File: src/rtl/clkmon_pkg.sv
// Shared types and helpers for the clock period monitor.
package clkmon_pkg;

  typedef enum logic [1:0] {
    IDLE    = 2'd0,
    ACQUIRE = 2'd1,
    LOCKED  = 2'd2,
    LOST    = 2'd3
  } state_t;

  localparam int ERR_CNT_W = 8;

  // Counts up to max_v and then holds; callers cast to their own width (<= 32 bits).
  function automatic logic [31:0] sat_inc(input logic [31:0] v, input logic [31:0] max_v);
    return (v >= max_v) ? max_v : v + 32'd1;
  endfunction

endpackage

File: src/rtl/clock_period_monitor_sync.sv
// Synchronizer and edge detector for the monitored clock; emits a single-cycle edge pulse.
// CLKMON_GLITCH_FILTER_EN: an s2 level must hold for 2 cycles before it counts as an edge.
module sync_edge_detect (
  input  logic clock_in,
  input  logic reset,
  input  logic meas,
  output logic edge_p
);

  logic s1, s2, s3;

`ifdef CLKMON_GLITCH_FILTER_EN
  logic filt;

  always_ff @(posedge clock_in or negedge reset) begin
    if (!reset) begin
      s1   <= 1'b0;
      s2   <= 1'b0;
      s3   <= 1'b0;
      filt <= 1'b0;
    end else begin
      s1 <= meas;
      s2 <= s1;
      s3 <= s2;
      if (edge_p) filt <= s3;
    end
  end

  // filt tracks the last accepted level; a new level is accepted once s2 and s3 agree on it.
  assign edge_p = (s2 == s3) && (s3 != filt);
`else
  always_ff @(posedge clock_in or negedge reset) begin
    if (!reset) begin
      s1 <= 1'b0;
      s2 <= 1'b0;
      s3 <= 1'b0;
    end else begin
      s1 <= meas;
      s2 <= s1;
      s3 <= s2;
    end
  end

  assign edge_p = (s2 != s3);
`endif

endmodule

File: src/rtl/clock_period_monitor.sv
// Measures the half-period of clock_meas in clock_in cycles and tracks lock / loss.
// Optional CLKMON_GLITCH_FILTER_EN rejects single-cycle glitches on the synchronized clock.
module clock_period_monitor
  import clkmon_pkg::*;
#(
  parameter int CNT_W       = 16,
  parameter int EXPECT_HALF = 1,
  parameter int TOL         = 0,
  parameter int LOCK_COUNT  = 4,
  parameter int TIMEOUT     = 255
) (
  input  logic                 clock_in,
  input  logic                 reset,
  input  logic                 clock_meas,
  output logic [CNT_W-1:0]     half_period,
  output logic                 period_valid,
  output logic                 locked,
  output logic                 timeout,
  output logic [ERR_CNT_W-1:0] err_count
);

  localparam int MC_W = $clog2(LOCK_COUNT + 1);
  localparam int LO_I = (EXPECT_HALF >= TOL) ? EXPECT_HALF - TOL : 0;
  localparam logic [CNT_W:0]     WIN_LO  = (CNT_W+1)'(LO_I);
  localparam logic [CNT_W:0]     WIN_HI  = (CNT_W+1)'(EXPECT_HALF + TOL);
  localparam logic [CNT_W-1:0]   CNT_MAX = '1;
  localparam logic [CNT_W-1:0]   TO_VAL  = CNT_W'(TIMEOUT);
  localparam logic [MC_W-1:0]    LOCK_N  = MC_W'(LOCK_COUNT);
  localparam logic [31:0]        ERR_MAX = 32'((64'd1 << ERR_CNT_W) - 64'd1);

  logic             edge_p;
  logic [CNT_W-1:0] cnt;
  state_t           state, state_nxt;
  logic [MC_W-1:0]  mcnt, mcnt_nxt, mcnt_inc;
  logic             publish, err_inc, in_win, to_hit;

  sync_edge_detect u_sync (
    .clock_in (clock_in),
    .reset    (reset),
    .meas     (clock_meas),
    .edge_p   (edge_p)
  );

  // A saturated count means the real interval is unknown, so it never matches.
  assign in_win   = ({1'b0, cnt} >= WIN_LO) && ({1'b0, cnt} <= WIN_HI) && (cnt != CNT_MAX);
  assign to_hit   = !edge_p && (cnt == TO_VAL);
  assign mcnt_inc = mcnt + MC_W'(1);

  always_comb begin
    state_nxt = state;
    mcnt_nxt  = mcnt;
    publish   = 1'b0;
    err_inc   = 1'b0;
    case (state)
      IDLE: begin
        if (edge_p) state_nxt = ACQUIRE;
        else if (to_hit) begin
          state_nxt = LOST;
          mcnt_nxt  = '0;
        end
      end
      ACQUIRE: begin
        if (edge_p) begin
          publish = 1'b1;
          if (in_win) begin
            mcnt_nxt = mcnt_inc;
            if (mcnt_inc == LOCK_N) state_nxt = LOCKED;
          end else begin
            mcnt_nxt = '0;
            err_inc  = 1'b1;
          end
        end else if (to_hit) begin
          state_nxt = LOST;
          mcnt_nxt  = '0;
        end
      end
      LOCKED: begin
        if (edge_p) begin
          publish = 1'b1;
          if (!in_win) begin
            state_nxt = ACQUIRE;
            mcnt_nxt  = '0;
            err_inc   = 1'b1;
          end
        end else if (to_hit) begin
          state_nxt = LOST;
          mcnt_nxt  = '0;
        end
      end
      LOST: begin
        // Interval ending at this edge spans the outage, so it is dropped.
        if (edge_p) state_nxt = ACQUIRE;
      end
      default: state_nxt = IDLE;
    endcase
  end

  always_ff @(posedge clock_in or negedge reset) begin
    if (!reset) begin
      state        <= IDLE;
      mcnt         <= '0;
      cnt          <= '0;
      half_period  <= '0;
      period_valid <= 1'b0;
      locked       <= 1'b0;
      timeout      <= 1'b0;
      err_count    <= '0;
    end else begin
      state        <= state_nxt;
      mcnt         <= mcnt_nxt;
      cnt          <= edge_p ? CNT_W'(1) : CNT_W'(sat_inc(32'(cnt), 32'(CNT_MAX)));
      period_valid <= publish;
      locked       <= (state_nxt == LOCKED);
      timeout      <= (state_nxt == LOST);
      if (publish) half_period <= cnt;
      if (err_inc) err_count <= ERR_CNT_W'(sat_inc(32'(err_count), ERR_MAX));
    end
  end

endmodule

File: config.mk
export PLATFORM = sky130hd
export DESIGN_NAME = clock_period_monitor
export DESIGN_NICKNAME = d
export VERILOG_FILES = /design/src/rtl/clkmon_pkg.sv /design/src/rtl/clock_period_monitor_sync.sv /design/src/rtl/clock_period_monitor.sv
export SDC_FILE = /design/constraint.sdc
export NUM_CORES = 1
export LEC_CHECK = 0
export BUFFER_PORTS_ARGS = -buffer_cell sky130_fd_sc_hd__buf_2
export CAP_MARGIN = 0
export CELL_PAD_IN_SITES_DETAIL_PLACEMENT = 1
export CELL_PAD_IN_SITES_GLOBAL_PLACEMENT = 2
export CORE_AREA = 2 2 81 83
export DETAILED_ROUTE_END_ITERATION = 8
export DIE_AREA = 0 0 83 85
export GPL_TIMING_DRIVEN = 0
export PLACE_DENSITY = 0.79
export SKIP_LAST_GASP = 1
export SLEW_MARGIN = 0
export SYNTH_ARGS = -nofsm -noshare
export SYNTH_HDL_FRONTEND = slang
export SYNTH_SLANG_ARGS = --single-unit
export TNS_END_PERCENT = 10
File: constraint.sdc
create_clock -name clock_in -period 4.6 [get_ports clock_in]
set_input_delay 0.46 -clock clock_in [delete_from_list [all_inputs] [get_ports clock_in]]
set_output_delay 0.46 -clock clock_in [all_outputs]
set_load 0.05 [all_outputs]
==> results_dict.tcl <==
set metrics [dict create \
    yosysTopAreaCell "dfrtp_1" \
    avgSynthCellArea_um2 11.5 \
    cp-start-kind "flop" \
    final_hold_viol_count 0 \
    synth.area.top_cells "dfrtp_1, mux2_2, ha_1, xnor2_1, a21oi_1" \
    coreArea_um2 6200 \
    post_cts_resized 0 \
    rr_endpoint "mcnt[1]" \
    path_cells "inv_1, ha_1, or4b_2, nor3_1, a22o_1" \
    routed_wl_mm 5.14 \
    grt_usage 0.160 \
    drtIter0Drc 63 \
    fmax_ghz 0.471 \
    power_density_nw_per_um2 446 \
    num_io_pins 30 \
    cts_root_buffer "clkbuf_8" \
    grt_first_pass_wirelength_mm 9.14 \
    place.gp.congestion 0.753 \
    fin_area_um2 2820 \
    clk_pin_slew_ps 90 \
    synth_top_area_frac 0.513 \
    async_flop_share 1.00 \
    wl_per_cell_um 15.6 \
    rsz0062_at_grt "false" \
    die_w_um 83 \
    grt_max_degree 52 \
    maxCapViolCount 0 \
    critPathTopFamily "simple AND/OR/NAND/NOR gates" \
    netlist_area_um2 2490 \
    ys_seq_area_frac 0.513 \
    drc 0 \
    cts_made_buffers 5 \
    synthFlopType "dfrtp_1" \
    period_minus_slack_ps 2120 \
    crit_cells 5 \
    vias_per_cell 5.38 \
    yosysUniqueCellTypes 44 \
    crit_path_start "state[1]" \
    endpoint "mcnt[1]" \
    n_antenna_cell 0 \
    vias 1775 \
    synth_nets 229 \
    rr_worst_depth 5 \
    fillers 701 \
    htree_levels 2 \
    overflow 0 \
    clock_path_buffers 2 \
    row_count 29 \
    required_ps 4850 \
    reg2reg_from "state[1]" \
    cts_hold_buf 0 \
    min_path_type "input pin to flop" \
    synth_edf_count 0 \
    postRouteAntennaNets 0 \
    final_cell_count_no_fill 330 \
    leakage_nw 1.35 \
    die-area_um2 7060 \
    finalMaxSlewViolations 0 \
    slowest_stage "or4b_2" \
    netlist_instances 216 \
    dp_cells 322 \
    crit_buf_inv 1 \
    final_nets 265 \
    dr.pass1.iters 4 \
    fin_util 0.454 \
    status "finished, final reports clean" \
    cp.arrival_ps 2370 \
    start_util 0.401 \
    ir_drop_uv 228 \
    tightest_slew_ps 1130 \
    grt_antenna_before_repair 0 \
    cts_tree "yes" \
    critPathCaptureType "flop" \
    cts_post_setup_buffers_inserted 0 \
    ys_top_cells_by_count "dfrtp_1, nand2_1, a21oi_1, mux2_2, nand3_1" \
    dieHeight_um 85 \
    grt_pass1_vias 1846 \
    area_delta_synth_final_pct 13.2 \
    max_stage_delay_ps 590 \
    dp_hpwl_mm 3.70 \
    slew_headroom 0.244 \
    clock_skew_ps 13.4 \
    crit_path_max_fanout 6 \
    setup_viol 0 \
    finalCritPeriodShare 0.461 \
    r2r_slack_ps 2480 \
    yosysMostFrequentCell "dfrtp_1" \
    port_buffers 29 \
    critical_path_class "flop to flop" \
    drive_above_1_share 0.285 \
    yosysWarnings 0 \
    clock_latency_ps 320 \
    dpl_cell_area_um2 2730 \
    total_power_mw 1.26 \
    finalSetupTns_ps 0 \
    ys_ff_latch 51 \
    clock_sink_count 51 \
]
-- cell usage in the layout (no fill, tap or decap), types with 2 or more instances in the layout --
master / n
a41oi_1: 2
nor4_4: 3
xor2_1: 6
xnor2_1: 10
a31oi_1: 5
o21ai_0: 4
buf_2: 33
nand2_1: 19
nor2_1: 7
clkbuf_8: 5
nand3_1: 14
a22o_1: 2
a21oi_1: 16
nor3_2: 2
nor3b_1: 3
mux2_2: 16
nor2b_1: 2
and3_1: 2
nand4_1: 3
ha_1: 10
dfrtp_1: 51
inv_1: 8
nor3_1: 4
buf_1: 2
clkinv_2: 2
-- area by class of cell --
cell class,instances,area [µm²],area share
Inverter,9,33.8,0.0120
Timing Repair Buffer,29,145,0.0515
Tap cell,77,96.3,0.0342
Clock buffer,5,68.8,0.0244
Clock inverter,3,18.8,0.00666
Multi-Input combinational cell,150,1150,0.409
Sequential cell,51,1280,0.453
Buffer,6,27.5,0.00976
-- worst min-delay path by stage --
stage | endpoint | from | cells past startpoint | slack, ps
final | u_sync.s1 | clock_meas | 1 | 250
after global routing | u_sync.s1 | clock_meas | 1 | 240
after floorplan | cnt[0] | reset | 0 | 160
after CTS | u_sync.s1 | clock_meas | 1 | 240
after detailed placement | u_sync.s2 | u_sync.s1 | 0 | 340
after global placement | u_sync.s2 | u_sync.s1 | 0 | 330
-- metrics by stage --
step / hold slack (ps) / worst slack, ps
after floorplan: 164 / 2790
after global placement: 334 / 2510
after global routing: 240 / 2280
after detailed placement: 340 / 2510
after CTS: 243 / 2490
final: 255 / 2480
-- metal layers --
metal	part of all wire	track usage	vias to the layer above
met3	0.037	0.0331	5
met5	0	0	-
met4	0.015	0.0492	0
li1	-	-	848
met1	0.47	0.212	892
met2	0.48	0.265	30
-- registers in the layout, summed over array words and instances (netlist names), 2 cells and up --
register,cells
half_period,16
state,2
err_count,8
cnt,16
mcnt,3
-- logic make-up after synthesis --
family,synth area share
flops,0.513
compound gates,0.0980
simple gates,0.186
xor+xnor,0.0563
buf+inv,0.0246
mux,0.0724
fa+ha+maj,0.0503
-- power by group --
part / internal (mW) / switching [mW] / total (mW)
registers: 0.503 / 0.0575 / 0.560
logic: 0.143 / 0.291 / 0.434
clock network: 0.107 / 0.157 / 0.264
total: 0.753 / 0.505 / 1.26
(Power assumes the default switching activity.)
